===== config.mk =====
export PLATFORM = sky130hd
export DESIGN_NAME = score_keeper
export DESIGN_NICKNAME = d
export VERILOG_FILES = /design/src/rtl/score_keeper.sv
export SDC_FILE = /design/constraint.sdc
export NUM_CORES = 1
export LEC_CHECK = 0
export CAP_MARGIN = 30
export CORE_MARGIN = 4
export CORE_UTILIZATION = 57
export CTS_CLUSTER_SIZE = 25
export DETAILED_ROUTE_END_ITERATION = 10
export DONT_BUFFER_PORTS = 1
export MAX_ROUTING_LAYER = met4
export PLACE_DENSITY = 0.83
export SLEW_MARGIN = 5
export SYNTH_ARGS = -nofsm -noshare
export SYNTH_HDL_FRONTEND = slang
export SYNTH_SLANG_ARGS = --single-unit

===== constraint.sdc =====
create_clock -name i_Clk -period 4.7 [get_ports i_Clk]
set_input_delay 0.235 -clock i_Clk [delete_from_list [all_inputs] [get_ports i_Clk]]
set_output_delay 0.235 -clock i_Clk [all_outputs]
set_load 0.03 [all_outputs]

===== src/rtl/score_keeper.sv =====
// score_keeper: game score counter with BCD digits, saturation, penalty floor,
// and a session high score with new-record flag. All event inputs are
// rising-edge detected; the detected events are registered before use.
module score_keeper #(
  parameter int MAX_SCORE = 99,
  parameter int PENALTY   = 1
) (
  input  logic       i_Clk,
  input  logic       i_Rst_L,
  input  logic       i_Start,
  input  logic       i_Point,
  input  logic       i_Penalty,
  input  logic       i_Game_Over,
  output logic [6:0] o_Score,
  output logic [3:0] o_Tens,
  output logic [3:0] o_Ones,
  output logic [6:0] o_High_Score,
  output logic       o_New_High,
  output logic       o_Playing
);

  typedef enum logic [1:0] {
    IDLE = 2'd0,
    PLAY = 2'd1,
    OVER = 2'd2
  } state_t;

  localparam logic [6:0] MAX_S    = 7'(MAX_SCORE);
  localparam logic [6:0] PEN_S    = 7'(PENALTY);
  // Penalty split into BCD digits at elaboration time
  localparam logic [3:0] PEN_ONES = 4'(PENALTY % 10);
  localparam logic [3:0] PEN_TENS = 4'(PENALTY / 10);

  logic   start_q_r, point_q_r, penalty_q_r, over_q_r;
  logic   start_ev_r, point_ev_r, penalty_ev_r, over_ev_r;
  state_t state_r, state_nx_s;
  logic [6:0] score_r, score_nx_s;
  logic [3:0] tens_r, tens_nx_s;
  logic [3:0] ones_r, ones_nx_s;
  logic [6:0] high_r, high_nx_s;
  logic       new_high_r, new_high_nx_s;
  logic       playing_r;

  // Input history and registered rising-edge events
  always_ff @(posedge i_Clk) begin
    if (!i_Rst_L) begin
      start_q_r    <= 1'b0;
      point_q_r    <= 1'b0;
      penalty_q_r  <= 1'b0;
      over_q_r     <= 1'b0;
      start_ev_r   <= 1'b0;
      point_ev_r   <= 1'b0;
      penalty_ev_r <= 1'b0;
      over_ev_r    <= 1'b0;
    end else begin
      start_q_r    <= i_Start;
      point_q_r    <= i_Point;
      penalty_q_r  <= i_Penalty;
      over_q_r     <= i_Game_Over;
      start_ev_r   <= i_Start & ~start_q_r;
      point_ev_r   <= i_Point & ~point_q_r;
      penalty_ev_r <= i_Penalty & ~penalty_q_r;
      over_ev_r    <= i_Game_Over & ~over_q_r;
    end
  end

  // Next state, next score (incremental BCD with carry/borrow) and high score
  always_comb begin
    state_nx_s    = state_r;
    score_nx_s    = score_r;
    tens_nx_s     = tens_r;
    ones_nx_s     = ones_r;
    high_nx_s     = high_r;
    new_high_nx_s = new_high_r;
    case (state_r)
      IDLE, OVER: begin
        if (start_ev_r) begin
          state_nx_s    = PLAY;
          score_nx_s    = 7'd0;
          tens_nx_s     = 4'd0;
          ones_nx_s     = 4'd0;
          new_high_nx_s = 1'b0;
        end else begin
          state_nx_s = state_r;
        end
      end
      PLAY: begin
        if (point_ev_r && !penalty_ev_r) begin
          if (score_r < MAX_S) begin
            score_nx_s = score_r + 7'd1;
            if (ones_r == 4'd9) begin
              ones_nx_s = 4'd0;
              tens_nx_s = tens_r + 4'd1;
            end else begin
              ones_nx_s = ones_r + 4'd1;
              tens_nx_s = tens_r;
            end
          end else begin
            score_nx_s = score_r;
          end
        end else if (penalty_ev_r && !point_ev_r) begin
          if (score_r <= PEN_S) begin
            score_nx_s = 7'd0;
            tens_nx_s  = 4'd0;
            ones_nx_s  = 4'd0;
          end else begin
            score_nx_s = score_r - PEN_S;
            if (ones_r >= PEN_ONES) begin
              ones_nx_s = ones_r - PEN_ONES;
              tens_nx_s = tens_r - PEN_TENS;
            end else begin
              // Borrow from the tens digit; modular 4-bit math lands in 0..9
              ones_nx_s = ones_r + 4'd10 - PEN_ONES;
              tens_nx_s = tens_r - PEN_TENS - 4'd1;
            end
          end
        end else begin
          // No event, or point and penalty together: net zero
          score_nx_s = score_r;
        end
        if (score_nx_s > high_r) begin
          high_nx_s     = score_nx_s;
          new_high_nx_s = 1'b1;
        end else begin
          high_nx_s = high_r;
        end
        if (over_ev_r) begin
          state_nx_s = OVER;
        end else begin
          state_nx_s = PLAY;
        end
      end
      default: begin
        state_nx_s = IDLE;
      end
    endcase
  end

  // State and registered outputs
  always_ff @(posedge i_Clk) begin
    if (!i_Rst_L) begin
      state_r    <= IDLE;
      score_r    <= 7'd0;
      tens_r     <= 4'd0;
      ones_r     <= 4'd0;
      high_r     <= 7'd0;
      new_high_r <= 1'b0;
      playing_r  <= 1'b0;
    end else begin
      state_r    <= state_nx_s;
      score_r    <= score_nx_s;
      tens_r     <= tens_nx_s;
      ones_r     <= ones_nx_s;
      high_r     <= high_nx_s;
      new_high_r <= new_high_nx_s;
      playing_r  <= (state_nx_s == PLAY);
    end
  end

  assign o_Score      = score_r;
  assign o_Tens       = tens_r;
  assign o_Ones       = ones_r;
  assign o_High_Score = high_r;
  assign o_New_High   = new_high_r;
  assign o_Playing    = playing_r;

endmodule


==> results of run 1 <==
through the flow:
stage / cells / cell area [um2] / power, mW / worst slack (ps)
2_1_floorplan: 270 / 2175 / 0.3654 / 1508
3_3_place_gp: 300 / 2151 / 0.3714 / 1160
3_5_place_dp: 300 / 2151 / 0.3734 / 1066
4_1_cts: 308 / 2288 / 0.7020 / 1032
5_1_grt: 308 / 2288 / 0.7223 / 685.1
6_report: 308 / 2288 / 0.6955 / 956.6
worst register-to-register path, delay by kind of cell, from the launching register on:
kind / cells / cell delay [ps]
and+or+nand+nor: 3 / 500
buffers and inverters: 2 / 420
adders and majority gates: 2 / 520
AOI/OAI and AO/OA: 6 / 1560
DFF: 1 / 630
layout make-up:
type | instances | area (um2) | area share
clock buffers | 5 | 68.82 | 0.03007
multi-input cells | 195 | 1320 | 0.5768
well taps | 48 | 60.06 | 0.02624
flip-flops and latches | 34 | 680.7 | 0.2974
inverters | 22 | 82.58 | 0.03609
repair buffers | 1 | 7.507 | 0.003280
clock inverters | 3 | 68.82 | 0.03007
routing by layer:
| metal | track usage | wire length (um) | up-vias |
|---|---|---|---|
| met3 | 0.05797 | 375 | 7 |
| met4 | 0.09787 | 93 | 0 |
| li1 | - | - | 946 |
| met1 | 0.2544 | 2118 | 870 |
| met5 | - | 0 | - |
| met2 | 0.3347 | 2186 | 66 |
logic make-up (layout without fill, tap and decap cells):
logic type               after synthesis  count (layout)  synth area share
AND/OR/NAND/NOR                       99              99            0.2497
AO/OA/AOI/OAI                         72              72            0.2273
multiplexers                           2               2           0.01208
XOR/XNOR                               5               5           0.02014
adder cells (fa/ha/maj)               17              17           0.09781
buffers and inverters                 41              31           0.07998
flip-flops                            34              34            0.3130
layout by cell type, fill, tap and decap left out, types with 5 or more instances in the layout:
master and count:
dfxtp_1 34, nand2_1 26, inv_1 22, ha_1 17
a21oi_1 14, o21ai_0 14, nor2b_1 10, nor2_1 10
and2_1 10, nand3_1 10, nand4_1 7, a31oi_1 6
nor3_1 6, o21ai_1 6, clkbuf_8 5
state kept, by name, summed over array words and instances (netlist names):
register,count
over_ev_r,1
o_Playing,1
state_r,2
o_Score,7
o_High_Score,7
o_New_High,1
o_Ones,4
point_ev_r,1
point_q_r,1
o_Tens,4
start_q_r,1
start_ev_r,1
penalty_ev_r,1
over_q_r,1
penalty_q_r,1
power groups by stage:
| stage | registers, mW | clock network (mW) | logic (mW) |
|---|---|---|---|
| after CTS | 0.309 | 0.335 | 0.0577 |
| after detailed placement | 0.316 | 0 | 0.0573 |
| final | 0.309 | 0.328 | 0.0582 |
| after global placement | 0.316 | 0 | 0.0558 |
| after floorplan | 0.313 | 0 | 0.0521 |
| after global routing | 0.310 | 0.346 | 0.0656 |
Yosys cell counts (3+ instances only):
master and n:
o21ai_0 14, nand2b_1 4, xor2_1 4, inv_1 22
nand3_1 10, nor2b_1 10, nand2_1 26, a21oi_1 14
a31oi_1 6, nand4_1 7, o21ai_1 6, clkbuf_1 13
and2_1 10, dfxtp_1 34, and3_1 4, nor2_1 10
nor3_1 6, a31o_1 3, buf_2 4, ha_1 17
nand3b_1 3
worst max-delay path by stage:
stage,startpoint,end,depth (start not counted)
after floorplan,o_Score[1]$_SDFFE_PN0P_,o_High_Score[4]$_SDFFE_PN0P_,13
after global placement,o_Score[1]$_SDFFE_PN0P_,o_High_Score[3]$_SDFFE_PN0P_,13
after detailed placement,o_Score[1]$_SDFFE_PN0P_,o_High_Score[3]$_SDFFE_PN0P_,13
after CTS,o_Score[1]$_SDFFE_PN0P_,o_High_Score[3]$_SDFFE_PN0P_,13
after global routing,penalty_ev_r$_SDFF_PN0_,o_High_Score[3]$_SDFFE_PN0P_,14
final,o_Score[1]$_SDFFE_PN0P_,o_High_Score[3]$_SDFFE_PN0P_,13
==> metrics.cfg, run 1 <==
[hold_path]
min-delay-start=i_Rst_L
min_to=o_Ones[2]$_SDFFE_PN0P_
min_path_type=in2reg
holdPathStages=2

[power]
pwr-share-comb=0.084
clock_power_share=0.472
p_seq_frac=0.445
powerDensity_mw_per_mm2=303.9
ir_drop_mv=0.1841
intPower_mw=0.5303
power_switching_mw=0.1652
p_leak_nw=0.9058
swShare=0.2376

[route]
route.antenna.remaining_nets=0
drt_iter0_drc=153
viasPerCell=6.133
wl_um=4774
vias=1889
firstDrtPassIters=4
drc=0
wl_per_cell_um=15.50

[setup_path]
worst-path-buf-inv=2
cpPeakStageDelay_ps=630
path_delay_family=compound AO/OA/AOI/OAI gates
ff2ff_path_depth=13
r2r-end=o_High_Score[3]$_SDFFE_PN0P_
rrSetupSlack_ps=960
crit_chain=inv_1, ha_1, o21bai_1, and3_1, o31a_1, a31oi_1, ha_1, nand4_1, o21ai_0, a31oi_1, buf_4, nor2_1, a31o_1
worstPathRequired_ps=4890
start_kind=flop
r2r_start=o_Score[1]$_SDFFE_PN0P_
cp.arrival_ps=3930
critPathMaxFanout=9
endpoint_kind=flop
critPathKind=reg2reg
slowest_stage=dfxtp_1

[final_layout]
nFillCells=318
diodes=0
final_core_util=0.6251
area_growth_pct=5.236
fin_nets=282
drive_gt1_frac=0.06154

[sta]
rsz0062_at_grt=false
clock.fmax_ghz=0.2671
setup_viol=0
post-route-period-util=0.7965
worstMarginPinSlew_ps=858.7
finalSetupTns_ps=0
finalHoldViolCount=0
max_slew_margin=0.4275
period_minus_slack_ps=3743
fin_hold_ws_ps=63.53
fin_skew_ps=5.048
slew_violations=0

[synthesis]
synth_top_area_cell=dfxtp_1
ys.flop_type=dfxtp_1
ys_ff_latch=34
synth_warnings=0
syn_inst=270
syn_nets=293
syn_avg_cell_area_um2=8.054
synth_edf_count=0
synthDominantCellAreaShare=0.3130
async_reset_ff_frac=0
synth.cell_area_mm2=0.002175
yosys-top-cells-area=dfxtp_1 (31%), ha_1 (9.8%), nand2_1 (4.5%), inv_1 (3.8%), a21oi_1 (3.2%)
yosysSeqAreaShare=0.3130
yosys.cell_types.count=51

[cts]
post_cts_resized=0
clockRootBuffer=clkbuf_8
hold_buffers=0
cts-buffers-inserted=5
htreeDepth=2
cts.path.max_buffers=2
tritoncts=done
cts_num_sinks=34
clk_pin_slew_ps=70
post_cts_buffers=0
clk_latency_ps=290

[die]
die_w_um=69.77
dieArea_mm2=0.004867
die_h_um=69.77
io_pins=30
start_util=0.5940
row_count=22
coreArea_mm2=0.003661

[global_routing]
antenna_found_initial=0
grt_pass1_wl_um=8155
gr-total-overflow=0
grt_pass1_vias=1788
track_usage=0.2135
grt_max_degree=39

[run_status]
outcome=complete, no violations

[placed_design]
portBuffers=0
globalplace.congestion=0.9098
hpwl_um=3438

[flow_run]
cap_violations=0

(Power assumes the default switching activity.)
==> run 2, diff against run 1 <==
PLACE_DENSITY = 0.86   (was 0.83)
clock period = 3.25 ns   (was 4.7 ns; I/O delays follow)
==> run 2 against run 1 <==
  * Clock skew rose by 3.7 ps
  * Register-to-register slack got worse by 810 ps
  * Combinational power rose by 68%
  * Setup slack got worse by 810 ps
  * First-iteration DRC count fell by 33%
  * Core utilization rose by 3.9 points
  * Fmax rose by 21%
  * Die area did not move
  * Largest cell class unchanged
  * Flip-flop and latch count did not move
  * Wire length rose by 8.4%
  * Non-clock buffer count rose by 15
==> metrics.cfg, run 2 (same netlist as run 1, synthesis figures left out) <==
[setup_path]
endpoint_kind=flop  ; unchanged
critPathMaxFanout=11  ; was 9
cpPeakStageDelay_ps=450  ; was 630 ps
start_kind=flop  ; unchanged
worstPathRequired_ps=3430  ; was 4890 ps
worst-path-buf-inv=2  ; unchanged
critPathKind=reg2reg  ; unchanged
path_delay_family=compound AO/OA/AOI/OAI gates  ; unchanged
slowest_stage=dfxtp_1  ; unchanged
crit_chain=inv_1, ha_1, o21bai_1, and3_1, o31a_1, a31oi_2, ha_1, a211o_1, o211ai_1, a31oi_2, buf_4, a31o_2  ; was inv_1, ha_1, o21bai_1, and3_1, o31a_1, a31oi_1, ha_1, nand4_1, o21ai_0, a31oi_1, buf_4, nor2_1, a31o_1
cp.arrival_ps=3290  ; was 3930 ps

[die]
coreArea_mm2=0.003661  ; unchanged
die_w_um=69.77  ; unchanged
dieArea_mm2=0.004867  ; unchanged
row_count=22  ; unchanged
die_h_um=69.77  ; unchanged
io_pins=30  ; unchanged
start_util=0.5940  ; unchanged

[cts]
tritoncts=done  ; unchanged
htreeDepth=2  ; unchanged
cts.path.max_buffers=2  ; unchanged
clk_latency_ps=290  ; about the same
cts_num_sinks=34  ; unchanged
cts-buffers-inserted=5  ; unchanged
clockRootBuffer=clkbuf_8  ; unchanged
clk_pin_slew_ps=70  ; about the same

[run_status]
outcome=complete, no violations  ; unchanged

[final_layout]
stdcell_count=323  ; was 308
final_cell_area_mm2=0.002432  ; was 0.002288 mm2
final_common_cell=dfxtp_1  ; unchanged
fin_nets=297  ; was 282
layout_common_cells=dfxtp_1 (33), nand2_1 (26), inv_1 (22)  ; was dfxtp_1 (34), nand2_1 (26), inv_1 (22)
diodes=0  ; unchanged
final_core_util=0.6644  ; was 0.6251
area_growth_pct=11.85  ; was 5.236%
drive_gt1_frac=0.1309  ; was 0.06154

[global_routing]
grt_max_degree=36  ; was 39
track_usage=0.2167  ; was 0.2135
grt_pass1_wl_um=8576  ; was 8155 um
gr-total-overflow=0  ; unchanged
antenna_found_initial=0  ; unchanged
grt_pass1_vias=1873  ; was 1788

[hold_path]
min_path_type=in2reg  ; unchanged

[placed_design]
portBuffers=0  ; unchanged
hpwl_um=3534  ; was 3438 um
globalplace.congestion=0.9448  ; was 0.9098
place_area_mm2=0.002256  ; was 0.002151 mm2
placed_cells=314  ; was 300

[route]
route.antenna.remaining_nets=0  ; unchanged
firstDrtPassIters=5  ; was 4
wl_um=5173  ; was 4774 um
viasPerCell=6.226  ; was 6.133
wl_per_cell_um=16.02  ; was 15.50 um
drt_iter0_drc=103  ; was 153
vias=2011  ; was 1889
drc=0  ; unchanged

[sta]
max_slew_margin=0.6353  ; was 0.4275
period_minus_slack_ps=3104  ; was 3743 ps
worstMarginPinSlew_ps=547.0  ; was 858.7 ps
setup_viol=0  ; unchanged
finalSetupTns_ps=0  ; unchanged
finalHoldViolCount=0  ; unchanged
fin_skew_ps=8.723  ; was 5.048 ps
post-route-period-util=0.9552  ; was 0.7965
clock.fmax_ghz=0.3221  ; was 0.2671 GHz
slew_violations=0  ; unchanged

[power]
intPower_mw=0.7739  ; was 0.5303 mW
ir_drop_mv=0.3192  ; was 0.1841 mV
powerDensity_mw_per_mm2=418.5  ; was 303.9 mW/mm2
p_seq_frac=0.438  ; was 0.445
finalPower_mw=1.018  ; was 0.6955 mW
clock_power_share=0.466  ; was 0.472
p_leak_nw=0.9828  ; was 0.9058 nW
pwr-share-comb=0.096  ; was 0.084
power_switching_mw=0.2441  ; was 0.1652 mW
swShare=0.2398  ; was 0.2376

[flow_run]
cap_violations=0  ; unchanged

==> run 2: cell count changes in the layout (fill, tap and decap cells not counted), sizes merged <==
cell	delta
dlygate4sd3	+1
buf	+14
==> run 2: layout make-up <==
cell class / count / area (um2)
fill: 308 / 1229
clock inverter: 3 / 68.82
timing repair buffer: 16 / 122.6
inverter: 22 / 82.58
tap: 48 / 60.06
clock buffer: 5 / 68.82
multi-input combinational: 195 / 1348
sequential: 34 / 681.9
==> run 2: final timing paths <==
kind,slack [ps],from,cells past startpoint,end
max,150,o_Score[1]$_SDFFE_PN0P_,12,o_High_Score[4]$_SDFFE_PN0P_
min,10,i_Rst_L,2,o_High_Score[6]$_SDFFE_PN0P_
max reg2reg,150,o_Score[1]$_SDFFE_PN0P_,12,o_High_Score[4]$_SDFFE_PN0P_
min reg2reg,380,start_q_r$_SDFF_PN0_,1,start_ev_r$_SDFF_PN0_
==> run 2: through the flow <==
stage	setup WS (ps)	hold slack (ps)
2_1_floorplan	57.82	299.0
3_3_place_gp	260.3	282.0
3_5_place_dp	168.5	285.2
4_1_cts	128.4	4.308
5_1_grt	-28.63	7.468
6_report	145.6	9.634
==> run 2: metal layers <==
| metal | vias to the layer above | track usage | share of wire |
|---|---|---|---|
| met3 | 7 | 0.04783 | 0.086 |
| met5 | - | - | 0 |
| li1 | 972 | - | - |
| met2 | 81 | 0.3484 | 0.48 |
| met1 | 951 | 0.2767 | 0.42 |
| met4 | 0 | 0.05319 | 0.011 |
==> run 2: power by group through the flow <==
stage                     logic [mW]  registers [mW]  clock network [mW]
after floorplan               0.0753           0.453                   0
after global placement        0.0874           0.455                   0
after detailed placement      0.0894           0.456                   0
after CTS                     0.0924           0.446               0.478
after global routing           0.109           0.448               0.495
final                         0.0977           0.446               0.474
==> run 2: repair_timing <==
action	4_1_cts	5_1_grt
setup buffers	0	0
endpoints found under the hold margin	4	0
resized for setup	0	6
endpoints found under the setup margin	0	8
hold buffers	1	0
==> run 3, diff against run 2 <==
CORE_ASPECT_RATIO = 0.5   (was unset)
==> run 3 against run 2 <==
  * Combinational power increased by 2%
  * Worst hold slack worse by 1.8 ps
  * Clock power fell by 19%
  * Highest routed layer unchanged
  * Critical path type unchanged
  * Core utilization is 2.2 points higher
==> metrics.cfg, run 3 (same netlist as run 1, synthesis figures left out) <==
[sta]
fin_skew_ps=6.863  ; was 8.723 ps
slew_violations=0  ; unchanged
setup_viol=0  ; unchanged
finalWorstSetupSlack_ps=164.5  ; was 145.6 ps
post-route-period-util=0.9494  ; was 0.9552
max_slew_margin=0.6504  ; was 0.6353
finalSetupTns_ps=0  ; unchanged
period_minus_slack_ps=3085  ; was 3104 ps
worstMarginPinSlew_ps=523.7  ; was 547.0 ps
finalHoldViolCount=0  ; unchanged
clock.fmax_ghz=0.3241  ; was 0.3221 GHz

[setup_path]
endpoint_kind=flop  ; unchanged
start_kind=flop  ; unchanged
critPathKind=reg2reg  ; unchanged
cp.arrival_ps=3280  ; was 3290 ps
r2r_start=o_Score[1]$_SDFFE_PN0P_  ; unchanged
cpPeakStageDelay_ps=570  ; was 450 ps
path_delay_family=compound AO/OA/AOI/OAI gates  ; unchanged
rrSetupSlack_ps=160  ; was 150 ps
critPathMaxFanout=9  ; was 11
worstPathRequired_ps=3440  ; was 3430 ps
worst-path-buf-inv=3  ; was 2
crit_chain=a2111o_1, a21oi_1, nor2_1, a221oi_1, buf_4, inv_1, ha_1, nand3b_1, a21o_1, a31oi_1, buf_4, nor2_1, a31o_2  ; was inv_1, ha_1, o21bai_1, and3_1, o31a_1, a31oi_2, ha_1, a211o_1, o211ai_1, a31oi_2, buf_4, a31o_2
ff2ff_path_depth=13  ; was 12
r2r-end=o_High_Score[4]$_SDFFE_PN0P_  ; unchanged
slowest_stage=a2111o_1  ; was dfxtp_1

[placed_design]
place_area_mm2=0.002290  ; was 0.002256 mm2
pre_cts_slack_ps=178.5  ; was 168.5 ps
globalplace.congestion=1.067  ; was 0.9448
portBuffers=0  ; unchanged
hpwl_um=4004  ; was 3534 um

[final_layout]
diodes=0  ; unchanged
drive_gt1_frac=0.1357  ; was 0.1309
fin_nets=302  ; was 297
area_growth_pct=11.91  ; was 11.85%
final_core_util=0.6861  ; was 0.6644
final_common_cell=dfxtp_1  ; unchanged
final_cell_area_mm2=0.002434  ; was 0.002432 mm2
layout_common_cells=dfxtp_1 (34), nand2_1 (26), inv_1 (22)  ; was dfxtp_1 (33), nand2_1 (26), inv_1 (22)

[route]
route.antenna.remaining_nets=0  ; unchanged
viasPerCell=6.221  ; was 6.226
vias=2059  ; was 2011
wl_um=5469  ; was 5173 um
drc=0  ; unchanged
firstDrtPassIters=5  ; unchanged
drt_iter0_drc=199  ; was 103
wl_per_cell_um=16.52  ; was 16.02 um

[cts]
tritoncts=done  ; unchanged
cts.path.max_buffers=2  ; unchanged
cts_num_sinks=34  ; unchanged
cts-buffers-inserted=5  ; unchanged
clk_pin_slew_ps=70  ; about the same
htreeDepth=2  ; unchanged
clockRootBuffer=clkbuf_8  ; unchanged
clk_latency_ps=290  ; about the same

[hold_path]
holdPathStages=1  ; was 2
min_path_type=in2reg  ; unchanged
min-delay-start=i_Start  ; was i_Rst_L
min_to=start_q_r$_SDFF_PN0_  ; was o_High_Score[6]$_SDFFE_PN0P_

[global_routing]
gr-total-overflow=0  ; unchanged
grt_pass1_vias=1897  ; was 1873
antenna_found_initial=0  ; unchanged
track_usage=0.2415  ; was 0.2167
grt_pass1_wl_um=8887  ; was 8576 um
grt_max_degree=35  ; was 36

[die]
dieArea_mm2=0.004927  ; was 0.004867 mm2
start_util=0.6131  ; was 0.5940
io_pins=30  ; unchanged
row_count=15  ; was 22
coreArea_mm2=0.003547  ; was 0.003661 mm2
die_w_um=95.35  ; was 69.77 um
die_h_um=51.68  ; was 69.77 um

[power]
finalPower_mw=0.9282  ; was 1.018 mW
power_switching_mw=0.2355  ; was 0.2441 mW
powerDensity_mw_per_mm2=381.4  ; was 418.5 mW/mm2
swShare=0.2538  ; was 0.2398
p_seq_frac=0.481  ; was 0.438
ir_drop_mv=0.1955  ; was 0.3192 mV
pwr-share-comb=0.107  ; was 0.096
intPower_mw=0.6926  ; was 0.7739 mW
p_leak_nw=1.003  ; was 0.9828 nW
clock_power_share=0.412  ; was 0.466

[run_status]
outcome=complete, no violations  ; unchanged

[flow_run]
cap_violations=0  ; unchanged

run 3: repair_timing:
item                                    4_1_cts  5_1_grt
hold buffers                                  1        0
setup buffers                                 0        1
gates resized for setup                       0        3
endpoints found under the setup margin        0        7
hold endpoints to repair                      5        0
run 3: metrics by stage:
stage	hold WS, ps	instances
2_1_floorplan	299.0	270
3_3_place_gp	278.7	321
3_5_place_dp	289.4	321
4_1_cts	1.042	330
5_1_grt	9.290	331
6_report	7.837	331
run 3: power groups by stage:
stage | clock network, mW | logic, mW | registers, mW
floorplan | 0 | 0.0753 | 0.453
global placement | 0 | 0.0889 | 0.455
detailed placement | 0 | 0.0930 | 0.456
CTS | 0.389 | 0.0958 | 0.447
global route | 0.414 | 0.109 | 0.448
finish | 0.382 | 0.0992 | 0.447
run 3: worst max path at each step:
stage	from	end	cells past startpoint
finish	o_Score[1]$_SDFFE_PN0P_	o_High_Score[4]$_SDFFE_PN0P_	13
global route	o_Score[1]$_SDFFE_PN0P_	o_High_Score[4]$_SDFFE_PN0P_	14
detailed placement	point_ev_r$_SDFF_PN0_	o_High_Score[4]$_SDFFE_PN0P_	14
CTS	point_ev_r$_SDFF_PN0_	o_High_Score[4]$_SDFFE_PN0P_	14
global placement	point_ev_r$_SDFF_PN0_	o_High_Score[4]$_SDFFE_PN0P_	14
floorplan	o_Score[1]$_SDFFE_PN0P_	o_High_Score[4]$_SDFFE_PN0P_	13
run 3: per-layer routing:
metal | routed length [um] | vias up | GRT usage
li1 | - | 985 | -
met1 | 2391 | 959 | 0.3098
met2 | 2497 | 97 | 0.3673
met3 | 432 | 18 | 0.05491
met4 | 146 | 0 | 0.1053
met5 | 0 | - | -
run 3: final cells by class:
cell class,instances,area (um2)
Clock buffer,5,68.82
Clock inverter,3,40.04
Fill cell,273,1114
Inverter,22,82.58
Multi-Input combinational cell,195,1338
Sequential cell,34,680.7
Tap cell,51,63.81
Timing Repair Buffer,21,160.2
